[src/rtl/kv_cache_pkg.sv]
// Shared refill-allocator types and victim-LFSR constants.
package kv_cache_pkg;

    typedef enum logic [1:0] {
        ST_IDLE   = 2'd0,
        ST_REQ    = 2'd1,
        ST_FILL   = 2'd2,
        ST_COMMIT = 2'd3
    } refill_state_e;

    // Fibonacci LFSR, polynomial x^8 + x^6 + x^5 + x^4 + 1 (feedback bits 7,5,4,3)
    localparam logic [7:0] LFSR_SEED = 8'h01;
    localparam logic [7:0] LFSR_TAPS = 8'hB8;

    function automatic logic [7:0] lfsr_step(input logic [7:0] cur);
        lfsr_step = {cur[6:0], ^(cur & LFSR_TAPS)};
    endfunction

endpackage

[src/rtl/KVSelectInvalidWay.sv]
// One-hot mask of the lowest-index invalid way; all zeros when every way is valid.
module KVSelectInvalidWay #(
    parameter int WAY_NUM = 4
) (
    input  logic [WAY_NUM-1:0] valid_way,
    output logic [WAY_NUM-1:0] kill_mask
);

    logic [WAY_NUM-1:0] invalid_s;

    // Isolate the lowest set bit of the invalid vector (x & -x)
    always_comb begin
        invalid_s = ~valid_way;
        kill_mask = invalid_s & (~invalid_s + WAY_NUM'(1'b1));
    end

endmodule

[src/rtl/kv_refill_alloc.sv]
// Cache-miss refill allocator: victim select, line request, beat fill, tag commit.
// Build option: KV_REFILL_LFSR_EN swaps the round-robin full-set pointer for an 8-bit LFSR.
module kv_refill_alloc
    import kv_cache_pkg::*;
#(
    parameter int WAY_NUM    = 4,
    parameter int IDX_W      = 6,
    parameter int TAG_W      = 20,
    parameter int LINE_BEATS = 4,
    parameter int DATA_W     = 32
) (
    input  logic                          i_clk,
    input  logic                          i_rst_n,
    input  logic                          i_miss_valid,
    output logic                          o_miss_ready,
    input  logic [IDX_W-1:0]              i_miss_index,
    input  logic [TAG_W-1:0]              i_miss_tag,
    input  logic [WAY_NUM-1:0]            i_valid_way,
    output logic                          o_mem_req_valid,
    input  logic                          i_mem_req_ready,
    output logic [TAG_W+IDX_W-1:0]        o_mem_req_addr,
    input  logic                          i_mem_rsp_valid,
    input  logic [DATA_W-1:0]             i_mem_rsp_data,
    output logic                          o_wr_en,
    output logic [WAY_NUM-1:0]            o_wr_way,
    output logic [IDX_W-1:0]              o_wr_index,
    output logic [$clog2(LINE_BEATS)-1:0] o_wr_beat,
    output logic [DATA_W-1:0]             o_wr_data,
    output logic                          o_tag_wr_en,
    output logic [TAG_W-1:0]              o_tag_wr_tag,
    output logic                          o_done
);

    localparam int WAY_IDX_W = $clog2(WAY_NUM);
    localparam int BEAT_W    = $clog2(LINE_BEATS);
    localparam logic [WAY_NUM-1:0] WAY_ONE   = WAY_NUM'(1'b1);
    localparam logic [BEAT_W-1:0]  BEAT_LAST = BEAT_W'(LINE_BEATS - 1);

    refill_state_e        state_r, state_nx_s;
    logic [IDX_W-1:0]     index_r;
    logic [TAG_W-1:0]     tag_r;
    logic [WAY_NUM-1:0]   victim_r, victim_s, kill_mask_s;
    logic [BEAT_W-1:0]    beat_cnt_r;
    logic [WAY_IDX_W-1:0] repl_idx_s;
    logic                 full_set_s, accept_s, rsp_take_s;
    logic                 miss_ready_r, mem_req_valid_r, tag_wr_en_r, done_r;
    logic                 wr_en_r;
    logic [WAY_NUM-1:0]   wr_way_r;
    logic [IDX_W-1:0]     wr_index_r;
    logic [BEAT_W-1:0]    wr_beat_r;
    logic [DATA_W-1:0]    wr_data_r;

`ifdef KV_REFILL_LFSR_EN
    logic [7:0]           repl_r, repl_nx_s, repl_seed_s;
`else
    logic [WAY_IDX_W-1:0] repl_r, repl_nx_s, repl_seed_s;
`endif

    KVSelectInvalidWay #(.WAY_NUM(WAY_NUM)) u_kill (
        .valid_way (i_valid_way),
        .kill_mask (kill_mask_s)
    );

    // Replacement-pointer decode and advance; only consumed when the set is full
    always_comb begin
`ifdef KV_REFILL_LFSR_EN
        repl_seed_s = LFSR_SEED;
        repl_idx_s  = repl_r[WAY_IDX_W-1:0];
        repl_nx_s   = lfsr_step(repl_r);
`else
        repl_seed_s = '0;
        repl_idx_s  = repl_r;
        repl_nx_s   = repl_r + WAY_IDX_W'(1'b1);
`endif
    end

    // Victim choice plus handshake qualifiers
    always_comb begin
        full_set_s = &i_valid_way;
        accept_s   = i_miss_valid && (state_r == ST_IDLE);
        rsp_take_s = i_mem_rsp_valid && (state_r == ST_FILL);
        if (full_set_s) begin
            victim_s = WAY_ONE << repl_idx_s;
        end else begin
            victim_s = kill_mask_s;
        end
    end

    // Next-state logic
    always_comb begin
        state_nx_s = state_r;
        case (state_r)
            ST_IDLE: begin
                if (i_miss_valid) state_nx_s = ST_REQ;
                else              state_nx_s = ST_IDLE;
            end
            ST_REQ: begin
                if (i_mem_req_ready) state_nx_s = ST_FILL;
                else                 state_nx_s = ST_REQ;
            end
            ST_FILL: begin
                if (rsp_take_s && (beat_cnt_r == BEAT_LAST)) state_nx_s = ST_COMMIT;
                else                                         state_nx_s = ST_FILL;
            end
            ST_COMMIT: state_nx_s = ST_IDLE;
            default:   state_nx_s = ST_IDLE;
        endcase
    end

    // State, request latches and registered outputs (status flags follow next state)
    always_ff @(posedge i_clk) begin
        if (!i_rst_n) begin
            state_r         <= ST_IDLE;
            index_r         <= '0;
            tag_r           <= '0;
            victim_r        <= '0;
            beat_cnt_r      <= '0;
            repl_r          <= repl_seed_s;
            miss_ready_r    <= 1'b1;
            mem_req_valid_r <= 1'b0;
            tag_wr_en_r     <= 1'b0;
            done_r          <= 1'b0;
            wr_en_r         <= 1'b0;
            wr_way_r        <= '0;
            wr_index_r      <= '0;
            wr_beat_r       <= '0;
            wr_data_r       <= '0;
        end else begin
            state_r         <= state_nx_s;
            miss_ready_r    <= (state_nx_s == ST_IDLE);
            mem_req_valid_r <= (state_nx_s == ST_REQ);
            tag_wr_en_r     <= (state_nx_s == ST_COMMIT);
            done_r          <= (state_nx_s == ST_COMMIT);
            wr_en_r         <= rsp_take_s;
            if (accept_s) begin
                index_r    <= i_miss_index;
                tag_r      <= i_miss_tag;
                victim_r   <= victim_s;
                beat_cnt_r <= '0;
                if (full_set_s) repl_r <= repl_nx_s;
            end
            if (rsp_take_s) begin
                wr_way_r   <= victim_r;
                wr_index_r <= index_r;
                wr_beat_r  <= beat_cnt_r;
                wr_data_r  <= i_mem_rsp_data;
                beat_cnt_r <= beat_cnt_r + BEAT_W'(1'b1);
            end
        end
    end

    assign o_miss_ready    = miss_ready_r;
    assign o_mem_req_valid = mem_req_valid_r;
    assign o_mem_req_addr  = {tag_r, index_r};
    assign o_wr_en         = wr_en_r;
    assign o_wr_way        = wr_way_r;
    assign o_wr_index      = wr_index_r;
    assign o_wr_beat       = wr_beat_r;
    assign o_wr_data       = wr_data_r;
    assign o_tag_wr_en     = tag_wr_en_r;
    assign o_tag_wr_tag    = tag_r;
    assign o_done          = done_r;

endmodule

[config.mk]
export PLATFORM = sky130hd
export DESIGN_NAME = kv_refill_alloc
export DESIGN_NICKNAME = d
export VERILOG_FILES = /design/src/rtl/kv_cache_pkg.sv /design/src/rtl/KVSelectInvalidWay.sv /design/src/rtl/kv_refill_alloc.sv
export SDC_FILE = /design/constraint.sdc
export NUM_CORES = 1
export LEC_CHECK = 0
export ABC_AREA = 1
export BUFFER_PORTS_ARGS = -buffer_cell sky130_fd_sc_hd__clkbuf_2
export CAP_MARGIN = 20
export CORE_UTILIZATION = 49
export CTS_CLUSTER_SIZE = 40
export DETAILED_ROUTE_END_ITERATION = 8
export PLACE_DENSITY = 0.85
export SETUP_SLACK_MARGIN = 0.05
export SLEW_MARGIN = 20
export SYNTH_ARGS = -nofsm -noshare
export SYNTH_HDL_FRONTEND = slang
export SYNTH_SLANG_ARGS = --single-unit
[constraint.sdc]
create_clock -name i_clk -period 1.8 [get_ports i_clk]
set_clock_uncertainty 0.1 [all_clocks]
set_input_delay 0.09 -clock i_clk [delete_from_list [all_inputs] [get_ports i_clk]]
set_output_delay 0.09 -clock i_clk [all_outputs]
set_load 0.05 [all_outputs]
---- Word-level counts from Yosys, hierarchy flattened ----
Index checks and enable logic that the tools add are counted.
storage, ports and cells
  flip-flop bits (word level) ............. 84
  output and inout port bits .............. 95
  word-level logic and storage cells ...... 42
operators by class
  add/subtract/negate cells ............... 3
  equality and inequality tests ........... 6
  shift-type cells ........................ 1
  muxes and demuxes ....................... 7
  bitwise gates (word level) .............. 3
  reduce and logical (&&, ||, !) cells .... 8
operator list
  cell                 count
  $eq 2x2->1 const B   4
  $not 4->4            2
  $pmux 2 s4           1
  $mux 2               3
  $reduce_and 5->1     1
  $add 2x1->2 const B  2
  $add 4x1->4 const B  1
  $and 4x4->4          1
  $eq 2x1->1 const B   2
  $logic_not 2->1      2
  $mux 4               1
  $reduce_and 4->1     1
  $shl 1x2->4 const A  1
  $logic_and 1x1->1    3
  $mux 1               2
  $reduce_bool 2->1    1

---- Depth between registers and ports, before layout ----
  depth after elaboration ................. 6
  mapped depth ............................ 6
  gate-level depth less buffers ........... 6

---- By module ----
Synthesis repeated with hierarchy kept, for this count alone.
unflattened totals
  cell total of the unflattened synthesis .. 426
  area total of the unflattened synthesis .. 3,289.4 µm²
by module, submodules not included
  module              instances  cells each  area an instance (µm²)
  kv_refill_alloc     1          419         3,263.1
  KVSelectInvalidWay  1          7           26.3

---- Worst setup path before layout ----
Ideal clock, no wire load.
  path type ............................... register to register
  start ................................... reg repl_r[0] (netlist: repl_idx_s[0])
  end ..................................... reg repl_r[1] (netlist: repl_idx_s[1])
  data arrival time ....................... 934 ps
  required time ........................... 1,587 ps
  setup slack ............................. 653 ps
  stages on the path, launching flop included .. 6
  cells stage by stage .................... dfxtp_1 inv_1 ha_1 nand3b_1 nand2_1 nor2_1
between the ends
  word-level cells in the longest chain between the ends .. 1
ends and longest elaborated chain
  item                    line                    source
  from (decl)             kv_refill_alloc.sv:56   logic [WAY_IDX_W-1:0] repl_r, repl_nx_s, repl_seed_s;
  from (signal assigned)  kv_refill_alloc.sv:118  repl_r <= repl_seed_s;
  from (signal assigned)  kv_refill_alloc.sv:140  if (full_set_s) repl_r <= repl_nx_s;
  $add 2x1->2             kv_refill_alloc.sv:73   repl_nx_s = repl_r + WAY_IDX_W'(1'b1);
  net repl_nx_s[1]        kv_refill_alloc.sv:56
The timed path passes the listed nets, and every way through them passes these cells.
A chain may end at the register's enable or synchronous reset.

---- Worst setup path in the final report ----
  start ................................... reg state_r[1]
  end ..................................... reg wr_data_r[5] (netlist: o_wr_data[5])
between the ends
  word-level cells in the longest chain between the ends .. 2
ends and longest elaborated chain
  item                    line                    source
  from (decl)             kv_refill_alloc.sv:39   refill_state_e state_r, state_nx_s;
  from (signal assigned)  kv_refill_alloc.sv:129  state_r <= state_nx_s;
  $eq 2x2->1              kv_refill_alloc.sv:81   rsp_take_s = i_mem_rsp_valid && (state_r == ST_FILL);
  $logic_and 1x1->1       kv_refill_alloc.sv:81
  to (signal assigned)    kv_refill_alloc.sv:146  wr_data_r <= i_mem_rsp_data;
  to (decl)               kv_refill_alloc.sv:51   logic [DATA_W-1:0] wr_data_r;
Every way passes these cells.

==> reports/metrics.yaml <==
outcome: "complete, no violations"
diodes: 0
synthMuxAreaShare: 0
viasPerCell: 4.88
grt_util_met1: 0.305
clk_latency_ns: 0.34
clkPwrFrac: 0.328
r2r_cells: 5
final_common_cell: "clkbuf_2"
drtPass1Iterations: 4
rsz0062_at_grt: "false"
grt_max_degree: 35
met3_usage: 0.0534
layout.cells.most_common_list: "161 x clkbuf_2, 98 x nand2_1, 84 x dfxtp_1"
die_height_um: 83.5
cp.required_ns: 1.95
nets: 676
syn_to_final_growth_pct: 45.6
place_congestion: 0.806
p_int_w: 0.00318
ir_worst_vdd_mv: 0.603
synth.cell_area_um2: 3250
met2_usage: 0.466
worstSetupEndpointType: "flip-flop"
sw_frac_of_total: 0.318
dieWidth_um: 83.5
track_usage: 0.263
ctsLongestPathBuffers: 2
drive_gt1_frac: 0.312
wirelength_um: 9090
postRouteAntennaNets: 0
setup_viol: 0
start_util: 0.509
startpoint_type: "flip-flop"
busiest_layer: "met2"
worstHoldEndpoint: "victim_r[0]"
holdPathStages: 4
grt_pass1_wl_um: 14700
crit_arrival_ns: 1.63
antenna_found_initial: 0
crit_type: "reg -> reg"
min-delay-start: "i_miss_valid"
cts_buffers: 9
synth-adder-area-share: 0.0192
finalMaxSlewViolations: 0
max_slew_margin: 0.781
clk_pin_slew_ns: 0.08
min_path_type: "in -> reg"
ys_ff_latch: 84
tightest_slew_ns: 0.328
grt_pass1_vias: 3184
route.detailed.drc: 0
postCtsSetupBuffers: 0
syn_nets: 479
first_iter_violations: 163
finalPower_w: 0.00466
num_vias: 3349
hold_ws_ns: 0.0200
portBuffers: 161
synth_compound_area_frac: 0.127
cts_num_sinks: 84
rows: 29
r2r_start: "state_r[1]"
power_density_nw_per_um2: 984
cts_tree: "yes"
coreArea_um2: 6390
r2r_slack_ns: 0.32
synthSimpleGateAreaFrac: 0.220
syn_avg_cell_area_um2: 7.99
seqPwrFrac: 0.438
wl_per_cell_um: 13.2
finalSetupTns_ns: 0
syn_inst: 407
synth_cell_types: 24
cp_max_fo: 26
synth-xor-area-share: 0
maxCapViolations: 0
period_share: 0.824
root_buffer: "clkbuf_8"
synth_warnings: 0
die_area_um2: 6970
p_comb_frac: 0.235
synth_top_family_by_area: "simple AND/OR/NAND/NOR gates"
ys_seq_area_frac: 0.517
grt_overflow: 0
place_hpwl_um: 5410
io_pins: 162
fmaxAchievable_ghz: 0.674
htreeDepth: 3
r2r-end: "o_wr_data[5]"
p_leak_nw: 2.22
fin_crit_ns: 1.48
finalHoldViolCount: 0
p_switching_w: 0.00148
-- metrics by stage --
stage	utilization	setup slack [ns]	cells	instance area, um2
6_report	0.742	0.317	686	4740
5_1_grt	0.742	0.207	686	4740
4_1_cts	0.742	0.374	686	4740
3_5_place_dp	0.609	0.395	609	3890
3_3_place_gp	0.609	0.432	609	3890
2_1_floorplan	-	0.653	407	3250
-- layer usage --
layer	vias up	wire length (um)
met5	-	0
met3	20	561
met2	149	4570
li1	1667	-
met1	1513	3720
met4	0	230
-- power by group through the flow --
stage	registers (W)	logic, W	clock network (W)
after floorplan	0.00239	0.000484	0
after global placement	0.00207	0.000963	0
after detailed placement	0.00208	0.000974	0
after CTS	0.00204	0.00108	0.00156
after global routing	0.00205	0.00116	0.00163
final	0.00204	0.00109	0.00153
-- state kept, by name (all words and copies together), names as in the netlist, 4 cells and up --
register      flops
o_wr_index        6
o_tag_wr_tag     20
index_r           6
o_wr_data        32
victim_r          4
o_wr_way          4
-- final cells by class --
type,count,area [um2]
fillers,459,1650
inverters,14,55.1
repair buffers,230,1480
clock buffers,13,169
well taps,77,96.3
multi-input cells,265,1190
flip-flops and latches,84,1680
clock inverters,3,67.6
-- how the worst max path moves through the flow --
stage	slack, ns	end	start	cells past startpoint
2_1_floorplan	0.65	repl_idx_s[1]	repl_idx_s[0]	5
3_3_place_gp	0.43	victim_r[1]	state_r[1]	5
3_5_place_dp	0.40	repl_idx_s[0]	state_r[1]	6
4_1_cts	0.37	repl_idx_s[0]	state_r[1]	6
5_1_grt	0.21	o_wr_data[10]	state_r[1]	5
6_report	0.32	o_wr_data[5]	state_r[1]	5
-- critical path, cell delays in order, from the launching register on --
cell and delay [ns]:
dfxtp_1 0.43, nand3_2 0.21, inv_2 0.10, buf_4 0.26, nand2_1 0.09, a21oi_1 0.21
-- cell usage after synthesis --
cell type / count / area share
clkbuf_1: 5 / 0.0058
nand4_1: 1 / 0.0019
nand3b_1: 2 / 0.0046
o211ai_1: 1 / 0.0023
a21oi_1: 50 / 0.077
o21ai_0: 31 / 0.048
inv_1: 11 / 0.013
and2_1: 1 / 0.0019
clkbuf_2: 2 / 0.0031
or2_1: 1 / 0.0019
dfxtp_1: 84 / 0.52
inv_2: 2 / 0.0023
nor2_1: 64 / 0.074
ha_1: 5 / 0.019
buf_6: 9 / 0.031
buf_1: 1 / 0.0012
nand2_4: 1 / 0.0035
inv_4: 1 / 0.0019
nand3_1: 8 / 0.012
buf_4: 23 / 0.053
buf_2: 4 / 0.0062
nand2_1: 98 / 0.11
nor2_4: 1 / 0.0035
nand3_2: 1 / 0.0031
-- cells by family (layout without fill, tap and decap cells) --
group | count (synthesis) | count (layout)
DFF | 84 | 84
buffers and inverters | 58 | 260
adders and majority gates | 5 | 5
and+or+nand+nor | 178 | 178
AOI/OAI and AO/OA | 82 | 82
-- timing repair --
action                    in CTS  in global routing
hold endpoints to repair      62                  0
gates resized for setup        0                  0
hold buffers                  61                  0
Note: power is estimated with default switching activity, not from simulation.
